===== src/rtl/uart_tx_arbiter_pkg.sv =====
// Shared types and helpers for the UART TX arbiter: FSM state, timeout counter sizing,
// and a reference round-robin pick function.
package uart_tx_arb_pkg;

  typedef enum logic {ARB_IDLE, ARB_BUSY} arb_state_t;

  localparam int unsigned TimeoutWidthDefault = 8;
  localparam int unsigned MaxReq              = 8;

  // Stall counter width: wide enough for the limit, clamped to 8..16 bits.
  function automatic int unsigned timeout_width(input int unsigned cycles);
    int unsigned w;
    w = $clog2(cycles + 1);
    if (w < TimeoutWidthDefault) w = TimeoutWidthDefault;
    if (w > 16) w = 16;
    return w;
  endfunction

  // One-hot winner: first valid bit above ptr, wrapping to the lowest valid bit.
  function automatic logic [MaxReq-1:0] rr_pick(input logic [MaxReq-1:0] valid,
                                                input logic [2:0]        ptr);
    logic [MaxReq-1:0] above;
    logic [MaxReq-1:0] cand;
    above = valid & ~((MaxReq'(2) << ptr) - MaxReq'(1));
    cand  = (|above) ? above : valid;
    return cand & (~cand + MaxReq'(1));
  endfunction

endpackage


===== src/rtl/uart_tx_arbiter_if.sv =====
// Source-lane and TX fifo write-port bundle for uart_tx_arbiter.
// master: the arbiter; slave: sources, fifo and observers.
interface uart_tx_arbiter_if #(
  parameter int unsigned NUM_REQ   = 4,
  parameter int unsigned DATA_SIZE = 8
);
  logic [NUM_REQ-1:0]           req_valid;
  logic [NUM_REQ-1:0]           req_last;
  logic [NUM_REQ*DATA_SIZE-1:0] req_data;
  logic [NUM_REQ-1:0]           req_ready;
  logic                         fifo_full;
  logic                         fifo_wr;
  logic [DATA_SIZE-1:0]         fifo_wdata;
  logic [NUM_REQ-1:0]           grant;
  logic                         busy;
  logic                         pkt_done;
  logic                         timeout_err;

  modport master (
    input  req_valid, req_last, req_data, fifo_full,
    output req_ready, fifo_wr, fifo_wdata, grant, busy, pkt_done, timeout_err
  );

  modport slave (
    output req_valid, req_last, req_data, fifo_full,
    input  req_ready, fifo_wr, fifo_wdata, grant, busy, pkt_done, timeout_err
  );
endinterface


===== src/rtl/uart_tx_arbiter_rr_pick.sv =====
// tx_rr_pick: combinational round-robin picker. Searches indices above ptr first,
// then falls back to an unmasked search from index 0.
module tx_rr_pick #(
  parameter int unsigned NUM_REQ = 4,
  parameter int unsigned PtrW    = $clog2(NUM_REQ)
) (
  input  logic [NUM_REQ-1:0] valid,
  input  logic [PtrW-1:0]    ptr,
  output logic [NUM_REQ-1:0] onehot,
  output logic [PtrW-1:0]    idx,
  output logic               any
);

  logic [NUM_REQ-1:0] mask;
  logic [NUM_REQ-1:0] masked;
  logic [NUM_REQ-1:0] cand;

  always_comb begin
    mask = '0;
    for (int unsigned i = 0; i < NUM_REQ; i++) begin
      mask[i] = (i > 32'(ptr));
    end
    masked = valid & mask;
    cand   = (|masked) ? masked : valid;
    onehot = cand & (~cand + NUM_REQ'(1));
    idx    = '0;
    for (int unsigned i = 0; i < NUM_REQ; i++) begin
      if (onehot[i]) idx = PtrW'(i);
    end
    any = |valid;
  end

endmodule


===== src/rtl/uart_tx_arbiter.sv =====
// Packet-granular round-robin arbiter sharing one UART TX fifo among NUM_REQ sources.
// Optional stall timeout enabled by defining UART_TX_ARB_TIMEOUT_EN.
module uart_tx_arbiter
  import uart_tx_arb_pkg::*;
#(
  parameter int unsigned NUM_REQ        = 4,
  parameter int unsigned DATA_SIZE      = 8,
  parameter int unsigned TIMEOUT_CYCLES = 255
) (
  input  logic              clk,
  input  logic              reset,
  uart_tx_arbiter_if.master bus
);

  localparam int unsigned PtrW = $clog2(NUM_REQ);
  localparam int unsigned CntW = timeout_width(TIMEOUT_CYCLES);

  arb_state_t         state_q;
  logic [NUM_REQ-1:0] grant_q;
  logic [PtrW-1:0]    owner_q;
  logic [PtrW-1:0]    rr_ptr_q;
  logic               pkt_done_q;
  logic               timeout_err_q;

  logic [NUM_REQ-1:0] pick_onehot;
  logic [PtrW-1:0]    pick_idx;
  logic               pick_any;
  logic               busy;
  logic               beat;
  logic               stall_hit;

  tx_rr_pick #(
    .NUM_REQ (NUM_REQ),
    .PtrW    (PtrW)
  ) u_pick (
    .valid  (bus.req_valid),
    .ptr    (rr_ptr_q),
    .onehot (pick_onehot),
    .idx    (pick_idx),
    .any    (pick_any)
  );

  assign busy = (state_q == ARB_BUSY);
  assign beat = bus.fifo_wr;

  assign bus.req_ready   = grant_q & {NUM_REQ{~bus.fifo_full}};
  assign bus.fifo_wr     = (|(grant_q & bus.req_valid)) & ~bus.fifo_full;
  assign bus.fifo_wdata  = busy ? bus.req_data[32'(owner_q) * DATA_SIZE +: DATA_SIZE] : '0;
  assign bus.grant       = grant_q;
  assign bus.busy        = busy;
  assign bus.pkt_done    = pkt_done_q;
  assign bus.timeout_err = timeout_err_q;

`ifdef UART_TX_ARB_TIMEOUT_EN
  logic [CntW-1:0] stall_cnt_q;
  logic            stall;

  // Only a missing byte counts; fifo back-pressure never ages the owner out.
  assign stall     = busy & ~bus.req_valid[owner_q];
  assign stall_hit = stall & ((stall_cnt_q + CntW'(1)) == CntW'(TIMEOUT_CYCLES));

  always_ff @(posedge clk or posedge reset) begin
    if (reset) begin
      stall_cnt_q <= '0;
    end else if (!busy || beat || stall_hit) begin
      stall_cnt_q <= '0;
    end else if (stall) begin
      stall_cnt_q <= stall_cnt_q + CntW'(1);
    end
  end
`else
  logic [CntW-1:0] unused_timeout_cycles;
  assign unused_timeout_cycles = CntW'(TIMEOUT_CYCLES);
  assign stall_hit             = 1'b0;
`endif

  always_ff @(posedge clk or posedge reset) begin
    if (reset) begin
      state_q       <= ARB_IDLE;
      grant_q       <= '0;
      owner_q       <= '0;
      rr_ptr_q      <= PtrW'(NUM_REQ - 1);
      pkt_done_q    <= 1'b0;
      timeout_err_q <= 1'b0;
    end else begin
      pkt_done_q    <= 1'b0;
      timeout_err_q <= 1'b0;
      case (state_q)
        ARB_IDLE: begin
          if (pick_any) begin
            state_q <= ARB_BUSY;
            grant_q <= pick_onehot;
            owner_q <= pick_idx;
          end
        end
        ARB_BUSY: begin
          if (beat && bus.req_last[owner_q]) begin
            state_q    <= ARB_IDLE;
            grant_q    <= '0;
            rr_ptr_q   <= owner_q;
            pkt_done_q <= 1'b1;
          end else if (stall_hit) begin
            state_q       <= ARB_IDLE;
            grant_q       <= '0;
            rr_ptr_q      <= owner_q;
            timeout_err_q <= 1'b1;
          end
        end
        default: state_q <= ARB_IDLE;
      endcase
    end
  end

endmodule


===== src/flat_wrapper.sv =====
// flat-port wrapper written by rule: the top's interface ports become plain ports
module uart_tx_arbiter_flat import uart_tx_arb_pkg::*;
#(
  parameter int unsigned NUM_REQ        = 4,
  parameter int unsigned DATA_SIZE      = 8,
  parameter int unsigned TIMEOUT_CYCLES = 255
)
  (clk, reset, bus_req_valid, bus_req_last, bus_req_data, bus_fifo_full, bus_req_ready, bus_fifo_wr, bus_fifo_wdata, bus_grant, bus_busy, bus_pkt_done, bus_timeout_err);
  uart_tx_arbiter_if #(.NUM_REQ(NUM_REQ), .DATA_SIZE(DATA_SIZE)) bus_i ();
  input  logic clk;
  input  logic reset;
  input wire logic [$bits(bus_i.req_valid)-1:0] bus_req_valid;
  input wire logic [$bits(bus_i.req_last)-1:0] bus_req_last;
  input wire logic [$bits(bus_i.req_data)-1:0] bus_req_data;
  input wire logic [$bits(bus_i.fifo_full)-1:0] bus_fifo_full;
  output wire logic [$bits(bus_i.req_ready)-1:0] bus_req_ready;
  output wire logic [$bits(bus_i.fifo_wr)-1:0] bus_fifo_wr;
  output wire logic [$bits(bus_i.fifo_wdata)-1:0] bus_fifo_wdata;
  output wire logic [$bits(bus_i.grant)-1:0] bus_grant;
  output wire logic [$bits(bus_i.busy)-1:0] bus_busy;
  output wire logic [$bits(bus_i.pkt_done)-1:0] bus_pkt_done;
  output wire logic [$bits(bus_i.timeout_err)-1:0] bus_timeout_err;
  assign bus_i.req_valid = bus_req_valid;
  assign bus_i.req_last = bus_req_last;
  assign bus_i.req_data = bus_req_data;
  assign bus_i.fifo_full = bus_fifo_full;
  assign bus_req_ready = bus_i.req_ready;
  assign bus_fifo_wr = bus_i.fifo_wr;
  assign bus_fifo_wdata = bus_i.fifo_wdata;
  assign bus_grant = bus_i.grant;
  assign bus_busy = bus_i.busy;
  assign bus_pkt_done = bus_i.pkt_done;
  assign bus_timeout_err = bus_i.timeout_err;
  uart_tx_arbiter #(.NUM_REQ(NUM_REQ), .DATA_SIZE(DATA_SIZE), .TIMEOUT_CYCLES(TIMEOUT_CYCLES)) u_core (.clk(clk), .reset(reset), .bus(bus_i));
endmodule

===== config.mk =====
export PLATFORM = sky130hd
export DESIGN_NAME = uart_tx_arbiter_flat
export DESIGN_NICKNAME = d
export VERILOG_FILES = /design/src/rtl/uart_tx_arbiter_pkg.sv /design/src/rtl/uart_tx_arbiter_if.sv /design/src/rtl/uart_tx_arbiter_rr_pick.sv /design/src/rtl/uart_tx_arbiter.sv /design/src/flat_wrapper.sv
export SDC_FILE = /design/constraint.sdc
export NUM_CORES = 1
export LEC_CHECK = 0
export ABC_AREA = 1
export BUFFER_PORTS_ARGS = -buffer_cell sky130_fd_sc_hd__buf_2
export CAP_MARGIN = 30
export CORE_MARGIN = 2
export CORE_UTILIZATION = 40
export CTS_CLUSTER_SIZE = 28
export DETAILED_ROUTE_END_ITERATION = 10
export PLACE_DENSITY_LB_ADDON = 0.2
export SLEW_MARGIN = 0
export SYNTH_ARGS = -nofsm -noshare
export SYNTH_HDL_FRONTEND = slang
export SYNTH_SLANG_ARGS = --single-unit
export TNS_END_PERCENT = 50

===== constraint.sdc =====
create_clock -name clk -period 1.35 [get_ports clk]
set_input_delay 0.0675 -clock clk [delete_from_list [all_inputs] [get_ports clk]]
set_output_delay 0.0675 -clock clk [all_outputs]
set_load 0.1 [all_outputs]

# [Word-level counts from Yosys, hierarchy flattened]
# Index checks and enable logic that the tools add are counted.
[word_totals] reg_bits=10 input_bits=43 output_inout_bits=20 elab_cells=43
[classes] n_addsub=1 n_lt_le_gt_ge=4 n_eq_ne=2 shift=1 mux=15 bitwise_logic=8 reduce_logical=7
[ops] op="variable part select 32 x 6 -> 8 bit" count=1
[ops] op="AND 4 bit" count=4
[ops] op="two-way mux 4 bit" count=3
[ops] op="OR reduction 4 bit" count=3
[ops] op="two-way mux 8 bit" count=1
[ops] op="one-hot mux 4 bit (2 select lines)" count=1
[ops] op="two-way mux 1 bit" count=6
[ops] op="AND reduction 2 bit" count=3
[ops] op="adder 4 x 1 -> 4 bit, second input constant" count=1
[ops] op="greater-than comparator 2 bit, first input constant" count=2
[ops] op="two-way mux 2 bit" count=2
[ops] op="NOT 4 bit" count=1
[ops] op="less-than comparator 2 x 3 -> 1 bit, second input constant" count=1
[ops] op="binary-select mux 1 bit (select 2 bit)" count=1
[ops] op="greater-than comparator 1 x 2 -> 1 bit, first input constant" count=1
[ops] op="inequality test 2 x 1 -> 1 bit, second input constant" count=1
[ops] op="inequality test 2 bit, second input constant" count=1
[ops] op="NOT 1 bit" count=2
[ops] op="one-hot mux 1 bit (2 select lines)" count=1
[ops] op="AND 1 bit" count=1
[ops] op="logical AND 1 bit" count=1

# [Logic depth before layout (Yosys ltp)]
[logic_depth] word_depth=10 ltp_mapped=8 depth_no_buf=8

# [Cells and area by module]
# A second synthesis with hierarchy kept.
[hier_totals] hier_cells=157 area_unflattened_um2=929.6
[modules_own_cells] module="uart_tx_arbiter" n_inst=1 cells_each=131 area_per_inst_um2=822.0
[modules_own_cells] module="tx_rr_pick" n_inst=1 cells_each=26 area_per_inst_um2=107.6

# [Worst setup path after synthesis]
# No wires, ideal clock.
[synth_timing] path_kind="flip-flop to output port" from="reg u_core.state_q (netlist: u_core.bus.busy)" to="out bus_fifo_wdata[0]" arrival_time_ps=2964 slack_ps=-1682 path_stages_with_launch=3 n_path_buf=0 cell_sequence="dfrtp_1 > clkinv_1 > a21oi_1"
[synth_between] elab_chain_cells=1
[synth_rtl] element="start: declaration" line_no="uart_tx_arbiter.sv:18" rtl="arb_state_t state_q;"
[synth_rtl] element="start signal: assignment" line_no="uart_tx_arbiter.sv:79" rtl="state_q <= ARB_IDLE;"
[synth_rtl] element="start signal: assignment" line_no="uart_tx_arbiter.sv:91" rtl="state_q <= ARB_BUSY;"
[synth_rtl] element="start signal: assignment" line_no="uart_tx_arbiter.sv:98" rtl="state_q <= ARB_IDLE;"
[synth_rtl] element="two-way mux 8 bit" line_no="uart_tx_arbiter.sv:48" rtl="assign bus.fifo_wdata = busy ? bus.req_data[32'(owner_q) * DATA_SIZE +: DATA_SIZE] : '0;"
[synth_rtl] element="end: declaration" line_no="flat_wrapper.sv:18" rtl="output wire logic [$bits(bus_i.fifo_wdata)-1:0] bus_fifo_wdata;"
# Every way passes these cells.

# [Worst setup path in the final report]
[layout_timing] from="reg u_core.owner_q[0]" to="out bus_fifo_wdata[7]"
[layout_between] elab_chain_cells=2
[layout_rtl] element="start: declaration" line_no="uart_tx_arbiter.sv:20" rtl="logic [PtrW-1:0] owner_q;"
[layout_rtl] element="start signal: assignment" line_no="uart_tx_arbiter.sv:93" rtl="owner_q <= pick_idx;"
[layout_rtl] element="variable part select 32 x 6 -> 8 bit" line_no="uart_tx_arbiter.sv:48"
[layout_rtl] element="two-way mux 8 bit" line_no="uart_tx_arbiter.sv:48"
# Every way passes these cells.

==> results.json <==
{
  "wl_per_cell_um": 11.82,
  "rrSetupSlack_ps": -20,
  "critical-path-max-stage-delay_ps": 430,
  "fp-row-count": 17,
  "route.detailed.drc": 0,
  "cts_tree": "built",
  "drtAntennaViolNets": 0,
  "cts_buffers": 3,
  "core-area_um2": 2148,
  "yosysWarnings": 0,
  "diodes": 0,
  "grt_overflow_total": 0,
  "num_vias": 1212,
  "routabilityCongestion": 0.8741,
  "violations": "setup timing",
  "hold_path.class": "primary input to flop",
  "drt_wl_total_mm": 2.908,
  "clk_latency_ps": 280,
  "path_clk_slew_ps": 70,
  "fin_area_um2": 1629,
  "grt_max_degree": 19,
  "clockRootBuffer": "clkbuf_4",
  "pin_count": 63,
  "ys_ff_latch": 10,
  "post_synth_num_cell_types": 23,
  "fp.dieArea_um2": 2620,
  "cp_num_buf_inv": 2,
  "cap_violations": 0,
  "post-route-min-period_ps": 1545,
  "drive_gt1_share_pct": 50.92,
  "yosys.area.top_type_share_pct": 22.47,
  "die_h_um": 51.19,
  "dieWidth_um": 51.19,
  "crit_family": "flip-flops",
  "final_hold_viol_count": 0,
  "antenna_found_initial": 0,
  "avgSynthCellArea_um2": 5.939,
  "dp_hpwl_mm": 2.269,
  "viasPerCell": 4.927,
  "crit_arrival_ps": 1480,
  "path_cells": "buf_12, nor2_1, nor2_1, o21ai_2, a21oi_4, buf_12",
  "r2r-start": "u_core.owner_q[0]",
  "reg2regPathDepth": 9,
  "place_area_um2": 1536,
  "worst-path-stages": 6,
  "clk_path_buf_depth": 2,
  "tns_ps": -1500,
  "critPathKind": "flop to output port",
  "final_min_period_over_clock_period_pct": 114.4,
  "endpoint": "bus_fifo_wdata[7]",
  "critPathRequiredTime_ps": 1280,
  "grt_pass1_vias": 1178,
  "cp_max_fo": 16,
  "grt_pass1_wl_mm": 4.919,
  "clock_skew_ps": 15.16,
  "final_common_cell": "buf_2",
  "crit_slowest_cell": "dfrtp_2",
  "start_util_pct": 41.47,
  "syn2layout_area_growth_pct": 82.86,
  "synth_area_leaders": "dfrtp_1, nor2_1, nand2_1",
  "layout_setup_ws_ps": -194.6,
  "fmax_mhz": 647.4,
  "nets": 262,
  "drt_pre_antenna_iters": 5,
  "rsz0062_at_grt": "true",
  "timing.rr.end": "u_core.rr_ptr_q[0]",
  "cp-startpoint": "u_core.owner_q[0]",
  "drtIter0Drc": 45,
  "startpoint_type": "flop",
  "place_ws_ps": 5.314,
  "h-tree-depth": 1,
  "gr-usage-all-layers_pct": 24.85,
  "status": "complete, but fails checks",
  "end_kind": "output port",
  "report.final.slew_viol_count": 0,
  "cts_sinks": 10,
  "synth_cells": 150,
  "mappedNetlistNets": 193,
  "port_buffers": 61,
  "setup_viol": 15,
  "seq_area_frac_synth_pct": 28.37,
  "yosys.area.top_type": "dfrtp_1",
  "final_cell_mix": "buf_2, nor2_1, nand2_1",
  "netlist_area_um2": 890.9,
  "final_util_pct": 75.83
}
[how the worst min path moves through the flow]
stage / from / end / slack (ps) / depth (start not counted)
final: bus_req_valid[0] / u_core.bus.busy / 200 / 5
after global routing: bus_req_valid[0] / u_core.bus.busy / 220 / 5
after CTS: bus_req_valid[0] / u_core.bus.busy / 190 / 5
after detailed placement: reset / u_core.bus.grant[0] / 60 / 2
after global placement: reset / u_core.bus.grant[0] / 60 / 2
after floorplan: reset / u_core.bus.pkt_done / -90 / 1
[layer usage]
layer / up-vias / wire length, µm / GRT usage [%]
li1: 610 / - / -
met1: 559 / 1153 / 29.30
met2: 41 / 1564 / 45.89
met3: 2 / 171 / 5.263
met4: 0 / 19 / 4.955
met5: - / 0 / 0
[tightest hold or removal path, delay by kind of cell]
| family | cells | cell delay (ps) |
|---|---|---|
| AND/OR/NAND/NOR | 4 | 270 |
| buffers and inverters | 1 | 110 |
[cells by family after synthesis]
group | share of synthesized area, %
AND/OR/NAND/NOR | 43.68
other | 0.4209
AO/OA/AOI/OAI | 16.99
buffers and inverters | 10.53
flip-flops | 28.37
[cell usage after synthesis]
library cell  number
nand3_1            7
clkinv_1           1
buf_4              2
nand2_1           30
a21oi_1            8
nand3b_1           1
nand4_1            1
inv_1             10
dfrtp_1            8
buf_6              2
inv_2              3
o211ai_1           1
o21ai_0           17
nand2_2            2
dfstp_2            2
o21ai_2            1
nand2_4            1
conb_1             1
nor2_4             2
nor2_2             2
nor2_1            45
clkbuf_1           1
o21ai_1            2
[sequential cells by signal, summed over array words and instances, names as in the netlist]
signal,cells
u_core.bus.grant,4
u_core.rr_ptr_q,2
u_core.bus.pkt_done,1
u_core.owner_q,2
u_core.bus.busy,1
[through the flow]
stage	hold slack (ps)	cells
6_report	204.2	246
5_1_grt	216.4	246
4_1_cts	191.8	245
3_5_place_dp	63.82	239
3_3_place_gp	63.63	239
2_1_floorplan	-93.65	150
[final cells by class]
class	instances	area, µm²
inverter	14	67.56
multi-input combinational	121	691.9
tap	28	35.03
timing repair buffer	69	535.5
sequential	10	272.8
clock buffer	4	26.28
fill	167	519.2
[repair_timing]
action	in CTS	in global routing
gates resized for setup	12	8
hold endpoints to repair	8	0
cloned	0	0
hold buffers	1	0
buffers inserted	1	1
pin swaps	7	5
endpoints found under the setup margin	10	20
Power is not shown: default switching activity piles up to over one toggle a cycle in this logic, so the estimate is an artifact.
